`config.mk`:
```
export PLATFORM = sky130hd
export DESIGN_NAME = multi_debouncer
export DESIGN_NICKNAME = d
export VERILOG_FILES = /design/src/rtl/debounce_pkg.sv /design/src/rtl/debounce_channel.sv /design/src/rtl/multi_debouncer.sv
export SDC_FILE = /design/constraint.sdc
export NUM_CORES = 1
export LEC_CHECK = 0
export CAP_MARGIN = 10
export CORE_ASPECT_RATIO = 2
export CORE_UTILIZATION = 33
export DETAILED_ROUTE_END_ITERATION = 12
export PLACE_DENSITY = 0.62
export SKIP_CTS_REPAIR_TIMING = 1
export SLEW_MARGIN = 10
export SYNTH_ARGS = -nofsm -noshare
export SYNTH_HDL_FRONTEND = slang
export SYNTH_SLANG_ARGS = --single-unit
```
`constraint.sdc`:
```
create_clock -name clock -period 5.4 [get_ports clock]
set_input_delay 0.81 -clock clock [delete_from_list [all_inputs] [get_ports clock]]
set_output_delay 0.81 -clock clock [all_outputs]
set_load 0.01 [all_outputs]
```
`src/rtl/debounce_pkg.sv`:
```
// ---------------------------------------------------------------------------
// debounce_pkg : shared types and sizing helpers for multi_debouncer. Rev 1.0
// ---------------------------------------------------------------------------
`default_nettype none

package debounce_pkg;

  typedef enum logic [0:0] {
    STABLE  = 1'b0,
    PENDING = 1'b1
  } ch_state_e;

  function automatic int tick_div(input int clk_hz, input int tick_hz);
    return clk_hz / tick_hz;
  endfunction

  // Bits needed to hold values 0..n-1; never less than one bit.
  function automatic int cnt_width(input int n);
    return (n < 2) ? 1 : $clog2(n);
  endfunction

endpackage

`default_nettype wire

```
`src/rtl/debounce_channel.sv`:
```
// ---------------------------------------------------------------------------
// debounce_channel : synchroniser, stability FSM and db/edge registers for one
// input. Edge pulses exist only with DEBOUNCE_EDGE_PULSE_EN defined. Rev 1.0
// ---------------------------------------------------------------------------
`default_nettype none

module debounce_channel
  import debounce_pkg::*;
#(
  parameter int STABLE_TICKS = 20
) (
  input  logic clock,
  input  logic reset,
  input  logic tick,
  input  logic raw,
  output logic db,
  output logic rise,
  output logic fall
);

  localparam int CW = cnt_width(STABLE_TICKS + 1);
  localparam logic [CW-1:0] LAST = CW'(STABLE_TICKS - 1);

  logic          meta;
  logic          sync;
  ch_state_e     state;
  ch_state_e     state_nx;
  logic [CW-1:0] cnt;
  logic [CW-1:0] cnt_nx;
  logic          db_nx;
  logic          advance;
  logic          mismatch;

  assign mismatch = sync ^ db;

  always_ff @(posedge clock) begin
    if (reset) begin
      meta  <= 1'b0;
      sync  <= 1'b0;
      state <= STABLE;
      cnt   <= '0;
      db    <= 1'b0;
    end else begin
      meta  <= raw;
      sync  <= meta;
      state <= state_nx;
      cnt   <= cnt_nx;
      db    <= db_nx;
    end
  end

  // The tick that reveals a mismatch already counts, so latency stays within
  // (STABLE_TICKS-1) and STABLE_TICKS tick periods plus synchroniser delay.
  always_comb begin
    state_nx = state;
    cnt_nx   = cnt;
    db_nx    = db;
    advance  = 1'b0;
    unique case (state)
      STABLE: begin
        if (mismatch) begin
          state_nx = PENDING;
          advance  = tick;
        end
      end
      PENDING: begin
        if (!mismatch) begin
          state_nx = STABLE;
          cnt_nx   = '0;
        end else begin
          advance = tick;
        end
      end
      default: state_nx = STABLE;
    endcase
    if (advance) begin
      if (cnt == LAST) begin
        db_nx    = ~db;
        cnt_nx   = '0;
        state_nx = STABLE;
      end else begin
        cnt_nx = cnt + 1'b1;
      end
    end
  end

`ifdef DEBOUNCE_EDGE_PULSE_EN
  logic rise_q;
  logic fall_q;

  always_ff @(posedge clock) begin
    if (reset) begin
      rise_q <= 1'b0;
      fall_q <= 1'b0;
    end else begin
      rise_q <= db_nx & ~db;
      fall_q <= ~db_nx & db;
    end
  end

  assign rise = rise_q;
  assign fall = fall_q;
`else
  assign rise = 1'b0;
  assign fall = 1'b0;
`endif

endmodule

`default_nettype wire

```
`src/rtl/multi_debouncer.sv`:
```
// ---------------------------------------------------------------------------
// multi_debouncer : CHANNELS-wide debouncer with a shared sample prescaler.
// Edge pulses require DEBOUNCE_EDGE_PULSE_EN; otherwise rise/fall tie to 0. Rev 1.0
// ---------------------------------------------------------------------------
`default_nettype none

module multi_debouncer
  import debounce_pkg::*;
#(
  parameter int CHANNELS     = 5,
  parameter int CLK_HZ       = 100_000_000,
  parameter int TICK_HZ      = 1000,
  parameter int STABLE_TICKS = 20
) (
  input  logic                clock,
  input  logic                reset,
  input  logic [CHANNELS-1:0] in,
  output logic [CHANNELS-1:0] db,
  output logic [CHANNELS-1:0] rise,
  output logic [CHANNELS-1:0] fall
);

  localparam int TICK_DIV = tick_div(CLK_HZ, TICK_HZ);
  localparam int PW       = cnt_width(TICK_DIV);

  logic tick;

  generate
    if (TICK_DIV <= 1) begin : g_tick_always
      assign tick = 1'b1;
    end else begin : g_prescaler
      localparam logic [PW-1:0] PRE_LAST = PW'(TICK_DIV - 1);
      logic [PW-1:0] pre;

      always_ff @(posedge clock) begin
        if (reset)     pre <= '0;
        else if (tick) pre <= '0;
        else           pre <= pre + 1'b1;
      end

      assign tick = (pre == PRE_LAST);
    end
  endgenerate

  generate
    for (genvar i = 0; i < CHANNELS; i++) begin : g_ch
      debounce_channel #(
        .STABLE_TICKS(STABLE_TICKS)
      ) u_ch (
        .clock(clock),
        .reset(reset),
        .tick (tick),
        .raw  (in[i]),
        .db   (db[i]),
        .rise (rise[i]),
        .fall (fall[i])
      );
    end
  endgenerate

endmodule

`default_nettype wire
```
## After elaboration in Yosys (flattened, before gate mapping)

Cells that the tools add are included.

- Output and inout port bits: 15
- Memory bits (read-only): 0
- Memory bits (writable): 0
- Bits in latches: 0
- Input bits: 7
- Memories: 0
- Word-level logic and storage cells: 109
- Bits in registers: 62

- Order comparisons: 0
- $mul: 0
- Reductions and logical operators: 16
- Bitwise logic cells: 10
- Divide/modulo/power cells: 0
- Equal/unequal tests: 11
- Multiplexer cells: 40
- Add/sub/neg operators: 6
- Shift-type cells: 0

Operators by type and width:

| operator | count |
|---|---|
| $mux 5 | 20 |
| $add 5x1->5 const B | 5 |
| $eq 5x5->1 const B | 5 |
| $mux 1 | 20 |
| $reduce_and 2->1 | 10 |
| $add 17x1->17 const B | 1 |
| $eq 17x17->1 const B | 1 |
| $ne 2x1->1 const B | 5 |
| $reduce_bool 2->1 | 5 |
| $not 1->1 | 5 |
| $xor 1x1->1 | 5 |
| $reduce_or 2->1 | 1 |

## Longest topological paths before layout

Gate-level depths: netlist (run 1).

- Depth in word-level cells: 4
- Depth in mapped cells: 7
- Mapped depth without buffers: 6

## By module

From an unflattened synthesis (run 1), not the netlist that was laid out.

- Cells, all modules: 328
- Area, all modules: 2949.1 um2

Modules (own cells, without submodules):

| module | cells an instance | sequential area each (um2) | area an instance (um2) | times used |
|---|---|---|---|---|
| debounce_channel | 48 | 180.2 | 430.4 | 5 |
| multi_debouncer | 88 | 340.3 | 797.0 | 1 |

## Least setup slack after synthesis (run 1)

OpenSTA, ideal clock, no wires.

- Path type: reg-to-reg
- Start point: register g_prescaler.pre[6]
- End point: register g_ch[1].u_ch.db
- Clock period less this slack: 2.101 ns
- Setup slack: 3.299 ns
- Setup time: 0.128 ns
- Arrival time: 1.974 ns
- Required time: 5.272 ns
- Stages on the path, launching flop included: 7
- Buffers on the path: 1
- Cell sequence: dfxtp_1 > or4b_2 > nor4_4 > buf_2 > and2_1 > mux2i_1 > nor2_1

- Longest elaborated chain between the ends: 3

Ends and longest elaborated chain:

| element | line | text |
|---|---|---|
| from (decl) | multi_debouncer.sv:33 | `logic [PW-1:0] pre;` |
| from (signal assigned) | multi_debouncer.sv:38 | `else pre <= pre + 1'b1;` |
| $eq 17x17->1 | multi_debouncer.sv:41 | `assign tick = (pre == PRE_LAST);` |
| $mux 1 | debounce_channel.sv:61, debounce_channel.sv:67 |  |
| $reduce_and 2->1 (no source line) | -- |  |
| to (signal assigned) | debounce_channel.sv:48 | `db <= db_nx;` |
| to (decl) | debounce_channel.sv:16 | `output logic db,` |

Every way passes these cells.
A chain may end at the register's enable or synchronous reset.

## Final worst setup path (run 1)

- Start point: register g_prescaler.pre[6]
- End point: register g_ch[3].u_ch.cnt[0]

- Longest elaborated chain between the ends: 4
- Elaborated cells between the ends (all ways): 6
- Those cells by class: eq/ne: 2; mux: 2; reduce/logical: 2

Ends and longest elaborated chain:

| element | line | text |
|---|---|---|
| $eq 17x17->1 * | multi_debouncer.sv:41 |  |
| $mux 1 * | debounce_channel.sv:61, debounce_channel.sv:67 |  |
| $ne 2x1->1 (no source line) / $reduce_bool 2->1 (equally long branches) | -- |  |
| $reduce_and 2->1 (no source line) | -- |  |
| to (signal assigned) | debounce_channel.sv:47 | `cnt <= cnt_nx;` |
| to (decl) | debounce_channel.sv:28 | `logic [CW-1:0] cnt;` |

Mark *: on every way between the ends. The rest lies on a longest branch, timed or not.

==> flow_metrics.py, run 1 <==
metrics = {
    "outcome": {
        "status": "finished, final reports clean",
    },
    "synthesis": {
        "yosys.area_share.adder": 0.02484,
        "syn_inst": 338,
        "ys.flop_type": "dfxtp_1",
        "ys_seq_area_frac": 0.4108,
        "async_reset_ff_frac": 0,
        "ys_types": 49,
        "synth_edf_count": 0,
        "synth_simple_gate_area_frac": 0.2870,
        "yosysWarnings": 0,
        "netlist_area_um2": 3022,
        "synth.avg_cell_area_um2": 8.940,
        "synth_seq_cells": 62,
        "synth_compound_area_frac": 0.09938,
        "synthMuxAreaShare": 0.03644,
        "synth_top_family_by_area": "simple AND/OR/NAND/NOR gates",
        "synth-xor-area-share": 0.07246,
    },
    "route": {
        "drc": 0,
        "routedWlPerCell_um": 13.12,
        "detailroute.via_count": 2374,
        "viasPerCell": 5.276,
        "drt_iter0_drc": 119,
        "antenna_left": 0,
        "drt_wl_total_mm": 5.905,
        "first_pass_iters": 5,
    },
    "power_and_ir_drop": {
        "powerDensity_nw_per_um2": 326.1,
        "internal-power_uw": 891.9,
        "combPwrFrac": 0.030,
        "power_switching_uw": 225.1,
        "swShare": 0.2015,
        "power.leakage_nw": 1.251,
        "vdd_drop_max_mv": 0.1615,
        "pwr-share-seq": 0.420,
        "clkPwrFrac": 0.549,
    },
    "run": {
        "maxCapViolations": 0,
    },
    "hold_path": {
        "min_path_type": "flip-flop to flip-flop",
    },
    "timing": {
        "fmax_ghz": 0.3569,
        "grt_setup_unrepaired": "false",
        "slew_headroom": 0.2122,
        "final-setup-viol-count": 0,
        "fin_setup_tns_ns": 0,
        "finalCritPeriodShare": 0.5188,
        "period_minus_slack_ns": 2.802,
        "tightest_slew_ns": 1.173,
        "hold_violations": 0,
        "clock_skew_ns": 0.005739,
        "slew_violations": 0,
    },
    "finish": {
        "drive_gt1_frac": 0.08333,
        "area_growth_syn_to_layout_pct": 13.37,
        "fin_area_um2": 3426,
        "final_cell_mix": "62 x dfxtp_1, 33 x nor2_1, 29 x nand3_1",
        "fillerInstances": 898,
        "fin_nets": 356,
        "antennaDiodeCount": 0,
        "mostFrequentLayoutCell": "dfxtp_1",
        "utilization": 0.3827,
        "final-seq-area_um2": 1241,
        "multi_input_area_um2": 1609,
    },
    "setup_path": {
        "worst_setup_path_start_kind": "flip-flop",
        "critical-path-top-delay-family": "simple AND/OR/NAND/NOR gates",
        "max_stage_delay_ns": 1.04,
        "worstSetupPathType": "flip-flop to flip-flop",
        "ff2ff_path_depth": 5,
        "cp_num_buf_inv": 0,
        "cp_data_arrival_time_ns": 3.01,
        "endpoint_kind": "flip-flop",
        "cp.depth": 5,
        "path_cells": "or4b_2, nor4_4, o21ai_0, nand2_1, o31ai_1",
        "timing.rr.start": "g_prescaler.pre[6]$_SDFF_PP0_",
        "cp_max_fo": 24,
        "crit_path_start": "g_prescaler.pre[6]$_SDFF_PP0_",
        "worstSetupEndpoint": "g_ch[3].u_ch.cnt[0]$_SDFFE_PP0P_",
        "reg2reg_to": "g_ch[3].u_ch.cnt[0]$_SDFFE_PP0P_",
        "cp_slowest_cell": "nor4_4",
        "critPathRequiredTime_ns": 5.61,
        "rrSetupSlack_ns": 2.60,
    },
    "clocking": {
        "htree_num_levels": 3,
        "cts.clk_slew.worst_paths_ns": 0.05,
        "cts_buffers": 9,
        "cts_root_buf": "clkbuf_16",
        "worstSkewPairLatency_ns": 0.33,
        "cts_tree": "yes",
        "cts.sinks": 62,
        "cts_buffer_depth": 2,
    },
    "placed_design": {
        "port_buffers": 11,
        "placed_cell_area_um2": 3109,
        "dp_hpwl_mm": 4.223,
        "gp_congestion": 0.9190,
    },
    "die": {
        "dieArea_um2": 9566,
        "ios": 22,
        "core_um2": 8951,
        "num_rows": 49,
        "start_util": 0.3376,
        "die_h_um": 137.3,
        "die_w_um": 69.66,
    },
    "global_routing": {
        "grt_pass1_wl_mm": 9.894,
        "antenna_found_initial": 0,
        "gr-total-overflow": 0,
        "grt_max_degree": 51,
        "grt_util_all_layers": 0.1315,
        "grt_pass1_vias": 2265,
    },
}
worst min path at each step:
stage | startpoint | end | slack [ns] | depth (start not counted)
floorplan | g_ch[0].u_ch.meta$_SDFF_PP0_ | g_ch[0].u_ch.sync$_SDFF_PP0_ | 0.41 | 1
CTS | g_ch[3].u_ch.meta$_SDFF_PP0_ | g_ch[3].u_ch.sync$_SDFF_PP0_ | 0.44 | 1
global placement | g_ch[3].u_ch.meta$_SDFF_PP0_ | g_ch[3].u_ch.sync$_SDFF_PP0_ | 0.42 | 1
detailed placement | g_ch[4].u_ch.meta$_SDFF_PP0_ | g_ch[4].u_ch.sync$_SDFF_PP0_ | 0.43 | 1
global route | g_ch[0].u_ch.meta$_SDFF_PP0_ | g_ch[0].u_ch.sync$_SDFF_PP0_ | 0.45 | 1
finish | g_ch[0].u_ch.meta$_SDFF_PP0_ | g_ch[0].u_ch.sync$_SDFF_PP0_ | 0.43 | 1
worst reg2reg max path: stages (launching register included):
cell	delay, ns
dfxtp_1	0.36
or4b_2	0.72
nor4_4	1.04
o21ai_0	0.36
nand2_1	0.15
o31ai_1	0.07
metal layers:
layer | track usage | wire length [um] | vias to the layer above
met5 | 0 | 0 | -
met4 | 0.1022 | 209 | 0
met3 | 0.03146 | 164 | 17
met2 | 0.2443 | 3253 | 36
met1 | 0.1212 | 2277 | 1133
li1 | - | - | 1188
stage by stage:
stage	std cells	hold WS [ns]	setup slack [ns]	power, mW
floorplan	347	0.4138	3.299	0.5102
global placement	434	0.4226	2.637	0.5126
detailed placement	434	0.4284	2.616	0.5137
CTS	450	0.4378	2.586	1.132
global route	450	0.4541	2.432	1.153
finish	450	0.4347	2.598	1.117
synth_stat cells, types with 2 or more instances:
library cell / number / share of area
nand4b_1: 3 / 0.0087
mux2i_1: 11 / 0.036
and3_1: 2 / 0.0041
clkbuf_1: 5 / 0.0062
nor2b_1: 10 / 0.021
xor2_1: 15 / 0.043
nand4_1: 5 / 0.010
ha_1: 6 / 0.025
clkbuf_8: 2 / 0.0091
o21ai_0: 8 / 0.013
nand2_1: 27 / 0.034
nor3b_1: 2 / 0.0050
and4_2: 2 / 0.0066
or2_2: 4 / 0.0083
o21bai_1: 3 / 0.0075
buf_2: 4 / 0.0066
o211ai_1: 3 / 0.0075
xnor2_1: 10 / 0.029
or4_1: 4 / 0.0099
and3_2: 2 / 0.0050
dfxtp_1: 62 / 0.41
a31oi_1: 4 / 0.0083
nor4bb_1: 4 / 0.013
or3_1: 2 / 0.0041
buf_4: 15 / 0.037
and2_1: 5 / 0.010
nand2b_1: 2 / 0.0041
or4b_2: 2 / 0.0066
a32oi_1: 4 / 0.012
a21oi_1: 9 / 0.015
a22o_1: 3 / 0.0087
inv_1: 7 / 0.0087
o31ai_1: 8 / 0.020
nand3b_1: 2 / 0.0050
nor2_1: 33 / 0.041
nor3_1: 7 / 0.012
nand3_1: 29 / 0.048
logic make-up after synthesis:
logic type	Yosys count
AO/OA/AOI/OAI	45
adder cells (fa/ha/maj)	6
flip-flops	62
buffers and inverters	33
AND/OR/NAND/NOR	155
XOR/XNOR	25
multiplexers	11
other	1
registers in the layout (all words and copies together), names as in the netlist:
register,count
g_ch.u_ch.cnt,25
g_prescaler.pre,17
g_ch.u_ch.db,5
g_ch.u_ch.meta,5
g_ch.u_ch.state,5
g_ch.u_ch.sync,5
layout make-up:
type                            instances  share of cell area
Clock inverter                          4             0.02045
Clock buffer                           12             0.07195
Inverter                                7            0.007670
Timing Repair Buffer                   11             0.03068
Tap cell                              102             0.03725
Sequential cell                        62              0.3623
Multi-Input combinational cell        252              0.4697
power groups by stage:
stage / sequential (mW) / combinational (mW) / clock [mW]
after floorplan: 0.478 / 0.0324 / 0
after global placement: 0.479 / 0.0337 / 0
after detailed placement: 0.479 / 0.0344 / 0
after CTS: 0.469 / 0.0344 / 0.628
after global routing: 0.470 / 0.0377 / 0.645
final: 0.470 / 0.0338 / 0.614
Power figures use the tool's default switching activity.
==> run 2: changes to the inputs <==
Settings changed: PLACE_DENSITY 0.62 to 0.64.
Clock period 5.4 ns to 2.4 ns, I/O delays scaled along.
==> flow_metrics.py, run 2 (synthesized netlist as in run 1, its figures left out) <==
metrics = {
    "die": {
        "die_h_um": 137.3,
        "num_rows": 49,
        "start_util": 0.3376,
        "die_w_um": 69.66,
        "dieArea_um2": 9566,
        "core_um2": 8951,
        "ios": 22,
    },
    "hold_path": {
        "hp-start": "g_ch[3].u_ch.meta$_SDFF_PP0_",
        "hold_end": "g_ch[3].u_ch.sync$_SDFF_PP0_",
        "hold_depth": 1,
        "min_path_type": "flip-flop to flip-flop",
    },
    "timing": {
        "slew_headroom": 0.5800,
        "fmax_ghz": 0.4487,
        "grt_setup_unrepaired": "false",
        "period_minus_slack_ns": 2.229,
        "tightest_slew_ns": 0.6255,
        "fin_setup_tns_ns": 0,
        "fin_hold_ws_ns": 0.4304,
        "slew_violations": 0,
        "clock_skew_ns": 0.005623,
        "hold_violations": 0,
        "finalCritPeriodShare": 0.9287,
        "final-setup-viol-count": 0,
    },
    "placed_design": {
        "port_buffers": 11,
        "dp_hpwl_mm": 4.471,
        "gp_congestion": 1.000,
    },
    "route": {
        "detailroute.via_count": 2412,
        "drt_wl_total_mm": 6.139,
        "viasPerCell": 5.336,
        "antenna_left": 0,
        "first_pass_iters": 4,
        "drt_iter0_drc": 75,
        "drc": 0,
        "routedWlPerCell_um": 13.58,
    },
    "finish": {
        "top_register": "g_ch.u_ch.cnt",
        "final_cell_mix": "62 x dfxtp_1, 33 x nor2_1, 29 x nand3_1",
        "antennaDiodeCount": 0,
        "fin_nets": 359,
        "drive_gt1_frac": 0.08286,
        "mostFrequentLayoutCell": "dfxtp_1",
        "largest_reg_flops": 25,
        "reg_top3": "g_ch.u_ch.cnt x25, g_prescaler.pre x17",
        "area_growth_syn_to_layout_pct": 13.83,
    },
    "global_routing": {
        "gr-total-overflow": 0,
        "grt_pass1_vias": 2299,
        "grt_util_all_layers": 0.1329,
        "grt_max_degree": 46,
        "grt_pass1_wl_mm": 10.02,
        "antenna_found_initial": 0,
    },
    "power_and_ir_drop": {
        "power_switching_uw": 484.1,
        "powerDensity_nw_per_um2": 671.5,
        "internal-power_mw": 1.825,
        "clkPwrFrac": 0.507,
        "vdd_drop_max_mv": 0.3726,
        "combPwrFrac": 0.036,
        "pwr-share-seq": 0.458,
        "power.leakage_nw": 1.250,
        "swShare": 0.2096,
    },
    "outcome": {
        "status": "finished, final reports clean",
    },
    "setup_path": {
        "crit_path_start": "g_prescaler.pre[6]$_SDFF_PP0_",
        "cp_max_fo": 7,
        "worst_setup_path_start_kind": "flip-flop",
        "cp_slowest_cell": "or4b_1",
        "critical-path-top-delay-family": "simple AND/OR/NAND/NOR gates",
        "worstSetupPathType": "flip-flop to flip-flop",
        "ff2ff_path_depth": 5,
        "reg2reg_to": "g_ch[4].u_ch.cnt[3]$_SDFFE_PP0P_",
        "critPathRequiredTime_ns": 2.65,
        "cp_num_buf_inv": 0,
        "max_stage_delay_ns": 0.58,
        "rrSetupSlack_ns": 0.17,
        "cp_data_arrival_time_ns": 2.48,
        "timing.rr.start": "g_prescaler.pre[6]$_SDFF_PP0_",
        "path_cells": "or4b_1, nor4b_4, nand4b_2, or4_1, a31oi_1",
        "endpoint_kind": "flip-flop",
        "cp.depth": 5,
    },
    "clocking": {
        "cts.sinks": 62,
        "cts_tree": "yes",
        "cts_root_buf": "clkbuf_16",
        "cts_buffer_depth": 2,
        "worstSkewPairLatency_ns": 0.33,
        "htree_num_levels": 3,
        "cts_buffers": 9,
        "cts.clk_slew.worst_paths_ns": 0.05,
    },
    "run": {
        "maxCapViolations": 0,
    },
}
[run 2: worst max path at each step]
| stage | to | slack, ns |
|---|---|---|
| finish | g_ch[4].u_ch.cnt[3]$_SDFFE_PP0P_ | 0.17 |
| CTS | g_ch[4].u_ch.cnt[3]$_SDFFE_PP0P_ | 0.15 |
| floorplan | g_ch[1].u_ch.db$_SDFFE_PP0P_ | 0.30 |
| global route | g_ch[4].u_ch.cnt[3]$_SDFFE_PP0P_ | 0.02 |
| detailed placement | g_ch[4].u_ch.cnt[3]$_SDFFE_PP0P_ | 0.15 |
| global placement | g_ch[4].u_ch.cnt[3]$_SDFFE_PP0P_ | 0.19 |
[run 2: layer usage]
metal  wire, um  global-route usage  share of wire  vias to the layer above
met5          0                   0              0                        -
met2       3397              0.2519           0.55                       38
met1       2335              0.1222           0.38                     1159
met3        143             0.03072          0.023                       22
met4        262             0.09556          0.043                        0
li1           -                   -              -                     1193
[run 2: final cells by class]
class	instances	area [um2]
clock buffers	14	264.0
clock inverters	1	5.005
fillers	908	5512
inverters	7	26.28
multi-input cells	252	1618
flip-flops and latches	62	1241
well taps	102	127.6
repair buffers	14	157.7
[run 2: power by group through the flow]
| stage | logic, mW | clock network [mW] | registers, mW |
|---|---|---|---|
| after floorplan | 0.0730 | 0 | 1.07 |
| after global placement | 0.0813 | 0 | 1.08 |
| after detailed placement | 0.0827 | 0 | 1.08 |
| after CTS | 0.0830 | 1.20 | 1.06 |
| after global routing | 0.0912 | 1.24 | 1.06 |
| final | 0.0824 | 1.17 | 1.06 |
[run 2: through the flow]
stage	area (um2)	std cells	power [mW]	util	setup slack, ns
after floorplan	3055	347	1.148	-	0.2989
after global placement	3162	437	1.158	0.3532	0.1938
after detailed placement	3162	437	1.161	0.3532	0.1496
after CTS	3431	452	2.338	0.3833	0.1514
after global routing	3440	452	2.389	0.3843	0.01798
final	3440	452	2.309	0.3843	0.1712
==> run 3: changes to the inputs <==
Settings changed: CTS_CLUSTER_DIAMETER set to 200, HOLD_SLACK_MARGIN set to 0.06.
==> results of run 3 <==
The final DEF is identical to that of run 2; final timing and power are the same.
